File: config.mk
export PLATFORM = sky130hd
export DESIGN_NAME = spi_loader
export DESIGN_NICKNAME = d
export VERILOG_FILES = /design/src/rtl/spi_loader_pkg.sv /design/src/rtl/spi_loader_rx.sv /design/src/rtl/spi_loader.sv
export SDC_FILE = /design/constraint.sdc
export NUM_CORES = 1
export LEC_CHECK = 0
export CORE_AREA = 2 2 111 113
export DETAILED_ROUTE_END_ITERATION = 8
export DIE_AREA = 0 0 113 115
export PLACE_DENSITY = 0.78
export SYNTH_ARGS = -nofsm -noshare
export SYNTH_HDL_FRONTEND = slang
export SYNTH_SLANG_ARGS = --single-unit
File: constraint.sdc
create_clock -name clk_i -period 3.5 [get_ports clk_i]
set_clock_uncertainty 0.05 [all_clocks]
set_input_delay 0.35 -clock clk_i [delete_from_list [all_inputs] [get_ports clk_i]]
set_output_delay 0.35 -clock clk_i [all_outputs]
set_load 0.01 [all_outputs]
File: src/rtl/spi_loader_pkg.sv
// spi_loader_pkg: shared types and constants for the SPI image loader.
//   loader_state_t - frame FSM states
//   CMD_PREFIX     - upper nibble every valid command byte must carry
//   ERR_*          - bit positions inside the sticky err_o vector
package spi_loader_pkg;

  typedef enum logic [2:0] {
    IDLE,
    CMD,
    ADDR,
    DATA,
    FLUSH,
    ABORT
  } loader_state_t;

  localparam logic [3:0] CMD_PREFIX = 4'hB;

  localparam int unsigned ERR_BADCMD  = 0;
  localparam int unsigned ERR_PARTIAL = 1;
  localparam int unsigned ERR_OVERRUN = 2;

endpackage

File: src/rtl/spi_loader_rx.sv
// spi_loader_rx: oversampling SPI mode-0 receiver in the clk_i domain.
// Synchronises sck/sdi/csb, detects sck rising edges and assembles LSB-first bytes.
// Ports:
//   clk_i, rst_i        system clock, synchronous active-high reset
//   sck_i, sdi_i, csb_i asynchronous SPI pad inputs
//   csb_low_o           synchronised chip select is asserted
//   csb_fall_o/rise_o   one-cycle pulses on synchronised csb edges
//   byte_valid_o        one-cycle pulse, byte_o holds a completed byte
//   bit_nz_o            a byte is partially shifted in
module spi_loader_rx
  import spi_loader_pkg::*;
#(
  parameter int unsigned SYNC_STAGES = 2
) (
  input  logic       clk_i,
  input  logic       rst_i,
  input  logic       sck_i,
  input  logic       sdi_i,
  input  logic       csb_i,
  output logic       csb_low_o,
  output logic       csb_fall_o,
  output logic       csb_rise_o,
  output logic       byte_valid_o,
  output logic [7:0] byte_o,
  output logic       bit_nz_o
);

  logic [SYNC_STAGES-1:0] sck_sync_q, sdi_sync_q, csb_sync_q;
  logic                   sck_prev_q, csb_prev_q;
  logic [2:0]             bit_cnt_q;
  logic [7:0]             shift_q;
  logic [7:0]             byte_q;
  logic                   byte_valid_q;

  logic sck_s, sdi_s, csb_s, sample;

  // Oldest stage is the synchronised value.
  assign sck_s  = sck_sync_q[SYNC_STAGES-1];
  assign sdi_s  = sdi_sync_q[SYNC_STAGES-1];
  assign csb_s  = csb_sync_q[SYNC_STAGES-1];
  assign sample = sck_s & ~sck_prev_q & ~csb_s;

  always_ff @(posedge clk_i) begin
    if (rst_i) begin
      sck_sync_q   <= '0;
      sdi_sync_q   <= '0;
      csb_sync_q   <= '0;
      sck_prev_q   <= 1'b0;
      csb_prev_q   <= 1'b0;
      bit_cnt_q    <= 3'd0;
      shift_q      <= 8'd0;
      byte_q       <= 8'd0;
      byte_valid_q <= 1'b0;
    end else begin
      sck_sync_q   <= {sck_sync_q[SYNC_STAGES-2:0], sck_i};
      sdi_sync_q   <= {sdi_sync_q[SYNC_STAGES-2:0], sdi_i};
      csb_sync_q   <= {csb_sync_q[SYNC_STAGES-2:0], csb_i};
      sck_prev_q   <= sck_s;
      csb_prev_q   <= csb_s;
      byte_valid_q <= 1'b0;
      if (csb_s) begin
        bit_cnt_q <= 3'd0;
      end else if (sample) begin
        // Shift in from the top so the first bit ends up in bit 0.
        shift_q   <= {sdi_s, shift_q[7:1]};
        bit_cnt_q <= bit_cnt_q + 3'd1;
        if (bit_cnt_q == 3'd7) begin
          byte_q       <= {sdi_s, shift_q[7:1]};
          byte_valid_q <= 1'b1;
        end
      end
    end
  end

  assign csb_low_o    = ~csb_s;
  assign csb_fall_o   = csb_prev_q & ~csb_s;
  assign csb_rise_o   = ~csb_prev_q & csb_s;
  assign byte_valid_o = byte_valid_q;
  assign byte_o       = byte_q;
  assign bit_nz_o     = (bit_cnt_q != 3'd0);

endmodule

File: src/rtl/spi_loader.sv
// spi_loader: SPI-slave image loader. Decodes a command byte selecting a target,
// a little-endian start address, then streams DATA_WIDTH words over a valid/ready port.
// Ports:
//   clk_i, rst_i          system clock, synchronous active-high reset
//   sck_i, sdi_i, csb_i   asynchronous SPI mode-0 inputs (LSB-first bytes)
//   tgt_o, addr_o,        selected target, write word address,
//   wdata_o, wvalid_o,    write data and request,
//   wready_i              target accepts the write
//   busy_o                frame in progress or write pending
//   reset_req_o           hold cores in reset while loading
//   done_o                one-cycle pulse on a clean frame end
//   err_o                 sticky {overrun, partial, bad_cmd}
//   checksum_o            sum of accepted words when SPI_LOADER_CHECKSUM_EN is defined, else 0
module spi_loader
#(
  parameter int unsigned ADDR_WIDTH  = 13,
  parameter int unsigned DATA_WIDTH  = 32,
  parameter int unsigned NUM_TGT     = 2,
  parameter int unsigned ADDR_BYTES  = 2,
  parameter int unsigned SYNC_STAGES = 2,
  localparam int unsigned TGT_W = (NUM_TGT > 1) ? $clog2(NUM_TGT) : 1
) (
  input  logic                  clk_i,
  input  logic                  rst_i,
  input  logic                  sck_i,
  input  logic                  sdi_i,
  input  logic                  csb_i,
  output logic [TGT_W-1:0]      tgt_o,
  output logic [ADDR_WIDTH-1:0] addr_o,
  output logic [DATA_WIDTH-1:0] wdata_o,
  output logic                  wvalid_o,
  input  logic                  wready_i,
  output logic                  busy_o,
  output logic                  reset_req_o,
  output logic                  done_o,
  output logic [2:0]            err_o,
  output logic [31:0]           checksum_o
);
  import spi_loader_pkg::*;

  localparam int unsigned WORD_BYTES = DATA_WIDTH / 8;
  localparam int unsigned ASM_W = (DATA_WIDTH > ADDR_BYTES * 8) ? DATA_WIDTH : ADDR_BYTES * 8;
  localparam int unsigned CNT_W = 4;
  localparam logic [CNT_W-1:0] LAST_WORD_BYTE = CNT_W'(WORD_BYTES - 1);
  localparam logic [CNT_W-1:0] LAST_ADDR_BYTE = CNT_W'(ADDR_BYTES - 1);
  localparam logic [CNT_W-1:0] CNT_ONE = CNT_W'(1);

  logic       csb_low, csb_fall, csb_rise, rx_valid, rx_bit_nz;
  logic [7:0] rx_byte;

  spi_loader_rx #(
    .SYNC_STAGES(SYNC_STAGES)
  ) u_rx (
    .clk_i       (clk_i),
    .rst_i       (rst_i),
    .sck_i       (sck_i),
    .sdi_i       (sdi_i),
    .csb_i       (csb_i),
    .csb_low_o   (csb_low),
    .csb_fall_o  (csb_fall),
    .csb_rise_o  (csb_rise),
    .byte_valid_o(rx_valid),
    .byte_o      (rx_byte),
    .bit_nz_o    (rx_bit_nz)
  );

  loader_state_t         state_q, state_d;
  logic [TGT_W-1:0]      tgt_q, tgt_d;
  logic [ADDR_WIDTH-1:0] addr_reg_q, addr_reg_d;
  logic [ADDR_WIDTH-1:0] addr_q, addr_d;
  logic [DATA_WIDTH-1:0] wdata_q, wdata_d;
  logic                  wvalid_q, wvalid_d;
  logic                  busy_q, busy_d;
  logic                  reset_req_q, reset_req_d;
  logic                  done_q, done_d;
  logic [2:0]            err_q, err_d;
  logic [CNT_W-1:0]      byte_cnt_q, byte_cnt_d;
  logic [ASM_W-1:0]      asm_q, asm_d;
  // A frame started while still flushing; its leading bits are lost.
  logic                  late_q, late_d;

  logic accept, cmd_ok, addr_last, word_done, flush_done, frame_start;

  assign accept      = wvalid_q & wready_i;
  assign cmd_ok      = (rx_byte[7:4] == CMD_PREFIX) && (32'(rx_byte[3:0]) < NUM_TGT);
  assign addr_last   = rx_valid && (byte_cnt_q == LAST_ADDR_BYTE);
  assign word_done   = rx_valid && (byte_cnt_q == LAST_WORD_BYTE);
  assign flush_done  = ~wvalid_q | accept;
  assign frame_start = (state_q == IDLE) && (csb_fall || (late_q && csb_low));

  always_ff @(posedge clk_i) begin
    if (rst_i) begin
      state_q     <= IDLE;
      tgt_q       <= '0;
      addr_reg_q  <= '0;
      addr_q      <= '0;
      wdata_q     <= '0;
      wvalid_q    <= 1'b0;
      busy_q      <= 1'b0;
      reset_req_q <= 1'b0;
      done_q      <= 1'b0;
      err_q       <= '0;
      byte_cnt_q  <= '0;
      asm_q       <= '0;
      late_q      <= 1'b0;
    end else begin
      state_q     <= state_d;
      tgt_q       <= tgt_d;
      addr_reg_q  <= addr_reg_d;
      addr_q      <= addr_d;
      wdata_q     <= wdata_d;
      wvalid_q    <= wvalid_d;
      busy_q      <= busy_d;
      reset_req_q <= reset_req_d;
      done_q      <= done_d;
      err_q       <= err_d;
      byte_cnt_q  <= byte_cnt_d;
      asm_q       <= asm_d;
      late_q      <= late_d;
    end
  end

  always_comb begin
    state_d = state_q;
    unique case (state_q)
      IDLE: begin
        if (csb_fall)         state_d = CMD;
        else if (frame_start) state_d = ABORT;
      end
      CMD: begin
        if (csb_rise)      state_d = IDLE;
        else if (rx_valid) state_d = cmd_ok ? ADDR : ABORT;
      end
      ADDR: begin
        if (csb_rise)       state_d = IDLE;
        else if (addr_last) state_d = DATA;
      end
      DATA:  if (csb_rise)   state_d = FLUSH;
      FLUSH: if (flush_done) state_d = IDLE;
      ABORT: if (csb_rise)   state_d = IDLE;
      default: state_d = IDLE;
    endcase
  end

  always_comb begin
    tgt_d       = tgt_q;
    addr_reg_d  = addr_reg_q;
    addr_d      = addr_q;
    wdata_d     = wdata_q;
    wvalid_d    = wvalid_q & ~accept;
    busy_d      = busy_q;
    reset_req_d = reset_req_q;
    done_d      = 1'b0;
    err_d       = err_q;
    byte_cnt_d  = byte_cnt_q;
    asm_d       = asm_q;
    late_d      = late_q;
    unique case (state_q)
      IDLE: begin
        late_d = 1'b0;
        if (frame_start) begin
          err_d      = '0;
          byte_cnt_d = '0;
          busy_d     = 1'b1;
          if (!csb_fall) err_d[ERR_BADCMD] = 1'b1;
        end
      end
      CMD: begin
        if (csb_rise) begin
          err_d[ERR_PARTIAL] = 1'b1;
          busy_d             = 1'b0;
          reset_req_d        = 1'b0;
        end else if (rx_valid) begin
          if (cmd_ok) begin
            tgt_d       = rx_byte[TGT_W-1:0];
            reset_req_d = 1'b1;
            byte_cnt_d  = '0;
          end else begin
            err_d[ERR_BADCMD] = 1'b1;
          end
        end
      end
      ADDR: begin
        if (csb_rise) begin
          err_d[ERR_PARTIAL] = 1'b1;
          busy_d             = 1'b0;
          reset_req_d        = 1'b0;
          byte_cnt_d         = '0;
        end else if (rx_valid) begin
          asm_d[8*int'(byte_cnt_q) +: 8] = rx_byte;
          if (addr_last) begin
            addr_reg_d = asm_d[ADDR_WIDTH-1:0];
            byte_cnt_d = '0;
          end else begin
            byte_cnt_d = byte_cnt_q + CNT_ONE;
          end
        end
      end
      DATA: begin
        if (rx_valid) begin
          asm_d[8*int'(byte_cnt_q) +: 8] = rx_byte;
          if (word_done) begin
            byte_cnt_d = '0;
            // Acceptance in this same cycle frees the slot, so no bubble.
            if (flush_done) begin
              wdata_d    = asm_d[DATA_WIDTH-1:0];
              addr_d     = addr_reg_q;
              wvalid_d   = 1'b1;
              addr_reg_d = addr_reg_q + ADDR_WIDTH'(1);
            end else begin
              err_d[ERR_OVERRUN] = 1'b1;
            end
          end else begin
            byte_cnt_d = byte_cnt_q + CNT_ONE;
          end
        end
        if (csb_rise) begin
          if (rx_bit_nz || (byte_cnt_d != '0)) err_d[ERR_PARTIAL] = 1'b1;
          byte_cnt_d = '0;
        end
      end
      FLUSH: begin
        if (csb_fall) late_d = 1'b1;
        if (flush_done) begin
          busy_d      = 1'b0;
          reset_req_d = 1'b0;
          done_d      = (err_q == 3'b000);
        end
      end
      ABORT: if (csb_rise) busy_d = 1'b0;
      default: ;
    endcase
  end

`ifdef SPI_LOADER_CHECKSUM_EN
  logic [31:0] checksum_q, checksum_d;

  always_comb begin
    checksum_d = checksum_q;
    if (frame_start)  checksum_d = 32'd0;
    else if (accept)  checksum_d = checksum_q + 32'(wdata_q);
  end

  always_ff @(posedge clk_i) begin
    if (rst_i) checksum_q <= 32'd0;
    else       checksum_q <= checksum_d;
  end

  assign checksum_o = checksum_q;
`else
  assign checksum_o = 32'd0;
`endif

  assign tgt_o       = tgt_q;
  assign addr_o      = addr_q;
  assign wdata_o     = wdata_q;
  assign wvalid_o    = wvalid_q;
  assign busy_o      = busy_q;
  assign reset_req_o = reset_req_q;
  assign done_o      = done_q;
  assign err_o       = err_q;

endmodule

==> results of run 1 <==
==> metrics by stage <==
stage | utilization, % | total power, mW | hold WS [ns] | setup slack, ns | area, sq um
finish | 63.19 | 3.754 | 0.2925 | 0.4867 | 7463
global route | 63.19 | 3.870 | 0.3015 | 0.2328 | 7463
CTS | 63.19 | 3.766 | 0.2854 | 0.5043 | 7463
detailed placement | 57.71 | 1.836 | 0.3728 | 0.5485 | 6817
global placement | 57.71 | 1.828 | 0.3696 | 0.5835 | 6817
floorplan | - | 1.801 | 0.3638 | 0.9507 | 6435
==> routing by layer <==
layer | vias up | share of wire (%) | track usage, %
met1 | 2475 | 43 | 29.90
met2 | 208 | 47 | 37.37
li1 | 2577 | - | -
met3 | 30 | 7.1 | 6.009
met4 | 0 | 2.7 | 12.68
met5 | - | 0 | 0
==> layout make-up <==
cell class,instances,area (sq um),area share (%)
inverter,14,52.55,0.7041
tap,147,183.9,2.464
multi-input combinational,533,3252,43.57
clock buffer,20,446.7,5.985
sequential,133,2663,35.67
timing repair buffer,68,665.6,8.919
clock inverter,12,200.2,2.682
==> sequential cells by signal, summed over array words and instances, names as in the netlist, 4 cells and up <==
name	cells
u_rx.byte_o	8
addr_reg_q	13
asm_q	32
byte_cnt_q	4
wdata_o	32
addr_o	13
u_rx.shift_q	7
==> worst reg2reg max path: stages (launching register included) <==
cell       delay, ns
dfxtp_1         0.40
or3_1           0.41
ha_1            0.39
nor4b_1         0.38
nand3_1         0.44
mux2i_1         0.27
a2111oi_0       0.46
a31o_2          0.16
==> power by group <==
group	switching, mW	internal [mW]	leakage [nW]	total [mW]
combinational	0.136	0.0861	1.13	0.222
clock	0.661	1.28	0.319	1.94
sequential	0.0502	1.54	1.07	1.59
==> how the worst min path moves through the flow <==
stage | start | endpoint | slack, ns | depth (start not counted)
after detailed placement | u_rx.sdi_sync_q[0] | u_rx.sdi_sync_q[1] | 0.37 | 1
after floorplan | u_rx.csb_sync_q[0] | u_rx.csb_sync_q[1] | 0.36 | 1
after CTS | rst_i | asm_q[6] | 0.29 | 2
after global placement | u_rx.csb_sync_q[0] | u_rx.csb_sync_q[1] | 0.37 | 1
final | rst_i | asm_q[6] | 0.29 | 2
after global routing | rst_i | asm_q[1] | 0.30 | 2
==> logic make-up after synthesis <==
group | share of synthesized area (%)
simple gates | 19.68
compound gates | 17.23
flops | 42.14
buf+inv | 8.455
mux | 10.30
fa+ha+maj | 1.584
xor+xnor | 0.5546
other cells | 0.05935
==> layout by cell type, fill, tap and decap left out, types with 4 or more instances in the layout <==
cell type	synthesis	routed
a211oi_1	35	35
a21oi_1	57	57
and2_1	10	10
buf_4	34	10
bufinv_16	0	5
clkbuf_16	0	17
clkdlybuf4s50_1	0	57
conb_1	1	32
dfxtp_1	133	133
ha_1	8	8
inv_1	14	14
mux2i_1	65	65
nand2_1	75	75
nand2b_1	4	4
nand3_1	21	21
nand4_1	4	4
nor2_1	89	88
nor2b_1	19	19
nor3_1	15	15
nor4_1	6	5
o21a_1	4	4
o21ai_0	16	16
o21bai_1	4	4
==> results.sh, run 1 <==
export IMPL_cts_setup_buffers=0
export IMPL_die_area_sq_um=13000
export IMPL_clockRootBuffer="clkbuf_16"
export IMPL_ys_warn_count=0
export IMPL_critPathMaxFanout=11
export IMPL_grt_pass1_vias=5077
export IMPL_gr_total_overflow=0
export IMPL_core_sq_um=11810
export IMPL_nets=781
export IMPL_r2r_end="addr_reg_q[0]"
export IMPL_crit_path_start="byte_cnt_q[0]"
export IMPL_synth_seq_area_share_pct=42.14
export IMPL_grt_usage_pct=23.65
export IMPL_tightest_slew_ns=0.8982
export IMPL_ctsResizeCount=0
export IMPL_worst_path_buf_inv=0
export IMPL_path_cells="or3_1, ha_1, nor4b_1, nand3_1, mux2i_1, a2111oi_0, a31o_2"
export IMPL_max_freq_mhz=331.9
export IMPL_diodes=0
export IMPL_drv_slew=0
export IMPL_synthTopCellsByArea="dfxtp_1 (42%), mux2i_1 (10%), nor2_1 (5.3%)"
export IMPL_htreeDepth=4
export IMPL_endpoint_kind="flip-flop"
export IMPL_cts_hold_buf=0
export IMPL_die_h_um=115
export IMPL_startpoint_type="flip-flop"
export IMPL_p_leak_nw=2.520
export IMPL_synth_edf_count=0
export IMPL_area_growth_pct=18.12
export IMPL_p_per_area_nw_per_um2=502.9
export IMPL_yosysMostFrequentCell="dfxtp_1"
export IMPL_setup_viol=0
export IMPL_dp_cells=895
export IMPL_stdcell_count=927
export IMPL_syn_area_per_cell_sq_um=8.620
export IMPL_place_gp_congestion=0.8873
export IMPL_crit_family="simple AND/OR/NAND/NOR gates"
export IMPL_syn_area_sq_um=6319
export IMPL_reg2reg_from="byte_cnt_q[0]"
export IMPL_ys_types=63
export IMPL_synthFlopType="dfxtp_1"
export IMPL_grt_max_degree=78
export IMPL_ir_worst_vdd_mv=0.3257
export IMPL_dpl_hpwl_um=10250
export IMPL_die_w_um=113
export IMPL_critical_path_class="flip-flop to flip-flop"
export IMPL_drc=9
export IMPL_clkSlewWorstSetupHoldPaths_ns=0.06
export IMPL_reg2reg_setup_slack_ns=0.49
export IMPL_first_pass_iters=7
export IMPL_ant_nets=0
export IMPL_fillers=1000
export IMPL_via_count=5290
export IMPL_violations="design-rule violations"
export IMPL_cts_tree="built"
export IMPL_syn_inst=733
export IMPL_min_period_ns=3.013
export IMPL_critPathRequiredTime_ns=3.82
export IMPL_synth_common_cells="dfxtp_1 (133), nor2_1 (89), nand2_1 (75)"
export IMPL_status="finished with violations"
export IMPL_drt_iter0_drc=427
export IMPL_ioPinCount=91
export IMPL_synth_top_cell_by_area="dfxtp_1"
export IMPL_drv_cap=0
export IMPL_endpoint="addr_reg_q[0]"
export IMPL_max_stage_delay_ns=0.46
export IMPL_cts_buffers=17
export IMPL_viasPerCell=5.707
export IMPL_r2r_cells=7
export IMPL_fin_crit_sh_pct=86.09
export IMPL_rows=40
export IMPL_port_buffers=58
export IMPL_ys_ff_latch=133
export IMPL_clockBufferDepth=2
export IMPL_drive_above_1_share_pct=7.051
export IMPL_finalHoldViolations=0
export IMPL_start_util_pct=53.50
export IMPL_setup_tns_ns=0
export IMPL_drt_total_wl_um=14870
export IMPL_antenna_found_initial=0
export IMPL_wl_per_cell_um=16.04
export IMPL_arrival_ns=3.34
export IMPL_clk_latency_ns=0.43
export IMPL_slowest_stage="a2111oi_0"
export IMPL_max_slew_margin_rel_pct=39.99
export IMPL_hp_class="input pin to flip-flop"
export IMPL_cp_depth=7
export IMPL_cts_sinks=133
export IMPL_grt_pass1_wl_um=24560
export IMPL_synth_async_reset_ratio_pct=0
export IMPL_rsz0062_at_grt="no"
export IMPL_yosysTopAreaCellShare_pct=42.14
(Power assumes the default switching activity.)
==> run 2, diff against run 1 <==
- CELL_PAD_IN_SITES_DETAIL_PLACEMENT: default -> 1
- CELL_PAD_IN_SITES_GLOBAL_PLACEMENT: default -> 1
- CORE_AREA: 2 2 111 113 -> 2 2 134 136
- DIE_AREA: 0 0 113 115 -> 0 0 136 138
- PLACE_DENSITY: 0.78 -> 0.81
- clock period: 3.5 -> 2.7 ns (I/O delays scaled with it)
==> run 2 against run 1 <==
The flow now finishes without violations. Final cell count grew 11%. Maximum frequency grew 19%. Count of clock-buffer cells in the layout is 1 lower. Final area increased by 3.8%. Die area is 44% higher. Sequential power increased by 28%. Global-route usage is 5.3 points lower. Wire length up 12%. Combinational power rose by 50%. Critical path depth increased by 2. Setup slack got worse by 0.31 ns. Clock power up 30%. Highest routed layer unchanged.
==> results.sh, run 2 (synthesized netlist as in run 1, its figures left out) <==
export IMPL_status="complete, no violations"
export IMPL_clk_latency_ns=0.43
export IMPL_hp_class="input pin to flip-flop"
export IMPL_drc=0
export IMPL_use_met1_pct=23.46
export IMPL_busiest_layer="met2"
export IMPL_drv_slew=0
export IMPL_max_freq_mhz=396.3
export IMPL_wl_per_cell_um=16.22
export IMPL_p_per_area_nw_per_um2=629.7
export IMPL_drive_above_1_share_pct=9.738
export IMPL_drv_cap=0
export IMPL_dp_cells=998
export IMPL_startpoint_type="flip-flop"
export IMPL_grt_pass1_vias=5363
export IMPL_gr_total_overflow=0
export IMPL_r2r_cells=9
export IMPL_dpl_hpwl_um=11130
export IMPL_fillers=2083
export IMPL_place_gp_congestion=0.8100
export IMPL_htreeDepth=4
export IMPL_use_met2_pct=30.23
export IMPL_stdcell_count=1030
export IMPL_mostFrequentLayoutCells="dfxtp_1 (133), nor2_1 (88), nand2_1 (75)"
export IMPL_cts_setup_buffers=0
export IMPL_max_slew_margin_rel_pct=58.32
export IMPL_area_growth_pct=22.61
export IMPL_met3_usage_pct=3.850
export IMPL_cts_tree="built"
export IMPL_ir_worst_vdd_mv=0.4392
export IMPL_grt_pass1_wl_um=27710
export IMPL_endpoint_kind="flip-flop"
export IMPL_die_h_um=138
export IMPL_multiInputGateArea_sq_um=3258
export IMPL_die_area_sq_um=18770
export IMPL_clockRootBuffer="clkbuf_16"
export IMPL_final_common_cell="dfxtp_1"
export IMPL_ctsResizeCount=0
export IMPL_die_w_um=136
export IMPL_port_buffers=58
export IMPL_clockBufferDepth=2
export IMPL_p_leak_nw=2.635
export IMPL_fin_crit_sh_pct=93.47
export IMPL_p_comb_share_pct=6.8
export IMPL_ioPinCount=91
export IMPL_diodes=0
export IMPL_clock_power_share_pct=51.6
export IMPL_via_count=5341
export IMPL_arrival_ns=2.79
export IMPL_p_sw_share_pct=24.09
export IMPL_finalHoldViolations=0
export IMPL_seq_power_share_pct=41.5
export IMPL_cts_buffers=17
export IMPL_grt_usage_pct=18.40
export IMPL_drt_total_wl_um=16700
export IMPL_setup_tns_ns=0
export IMPL_antenna_found_initial=0
export IMPL_core_sq_um=17530
export IMPL_tightest_slew_ns=0.6252
export IMPL_cts_sinks=133
export IMPL_first_pass_iters=4
export IMPL_critical_path_class="flip-flop to flip-flop"
export IMPL_min_period_ns=2.524
export IMPL_viasPerCell=5.185
export IMPL_nets=802
export IMPL_critPathMaxFanout=10
export IMPL_whs_path_depth=3
export IMPL_ff_latch_area_sq_um=2663
export IMPL_switchingPower_mw=1.175
export IMPL_setup_viol=0
export IMPL_p_int_mw=3.703
export IMPL_start_util_pct=36.04
export IMPL_rsz0062_at_grt="no"
export IMPL_critPathRequiredTime_ns=2.97
export IMPL_cts_hold_buf=0
export IMPL_drt_iter0_drc=279
export IMPL_ant_nets=0
export IMPL_grt_max_degree=127
export IMPL_clkSlewWorstSetupHoldPaths_ns=0.06
export IMPL_rows=49
## run 2: path summary, 6_finish.rpt
kind                                          from            endpoint  slack (ns)
worst max-delay path                 byte_cnt_q[0]       addr_reg_q[8]        0.18
worst min-delay path                         rst_i           addr_o[6]        0.33
worst max register to register       byte_cnt_q[0]       addr_reg_q[8]        0.18
worst min register to register  u_rx.csb_sync_q[0]  u_rx.csb_sync_q[1]        0.39
## run 2: cell type report
| type | count | area share [%] |
|---|---|---|
| multi-input combinational | 533 | 42.05 |
| inverter | 14 | 0.6783 |
| tap | 229 | 3.698 |
| sequential | 133 | 34.37 |
| timing repair buffer | 89 | 10.95 |
| clock inverter | 13 | 2.536 |
| clock buffer | 19 | 5.717 |
## run 2: worst max-delay path, cell delays in order (launching register included)
cell     delay, ns
dfxtp_1       0.33
buf_4         0.16
inv_1         0.10
ha_1          0.43
inv_1         0.12
nor4_2        0.26
buf_4         0.26
mux2i_1       0.37
a21oi_1       0.13
a32o_1        0.22
## run 2: per-stage QoR
step	hold slack (ns)	setup WS, ns	power, mW	util (%)	cell area [sq um]
2_1_floorplan	0.3482	0.1507	2.334	-	6435
3_3_place_gp	0.3684	0.3179	2.397	40.50	7102
3_5_place_dp	0.3790	0.1498	2.405	40.50	7102
4_1_cts	0.3424	0.1180	4.924	44.15	7741
5_1_grt	0.3493	0.03842	5.044	44.18	7747
6_report	0.3296	0.1763	4.879	44.18	7747
## run 2: metal layers
layer	wire [um]	vias to the layer above
met5	0	-
met4	359	0
met3	519	22
met2	8191	94
met1	7632	2591
li1	-	2634
## run 2: power by group through the flow
stage | clock (mW) | combinational [mW] | sequential [mW]
3_5_place_dp | 0 | 0.334 | 2.07
6_report | 2.52 | 0.334 | 2.03
3_3_place_gp | 0 | 0.328 | 2.07
2_1_floorplan | 0 | 0.282 | 2.05
5_1_grt | 2.64 | 0.370 | 2.03
4_1_cts | 2.56 | 0.334 | 2.03
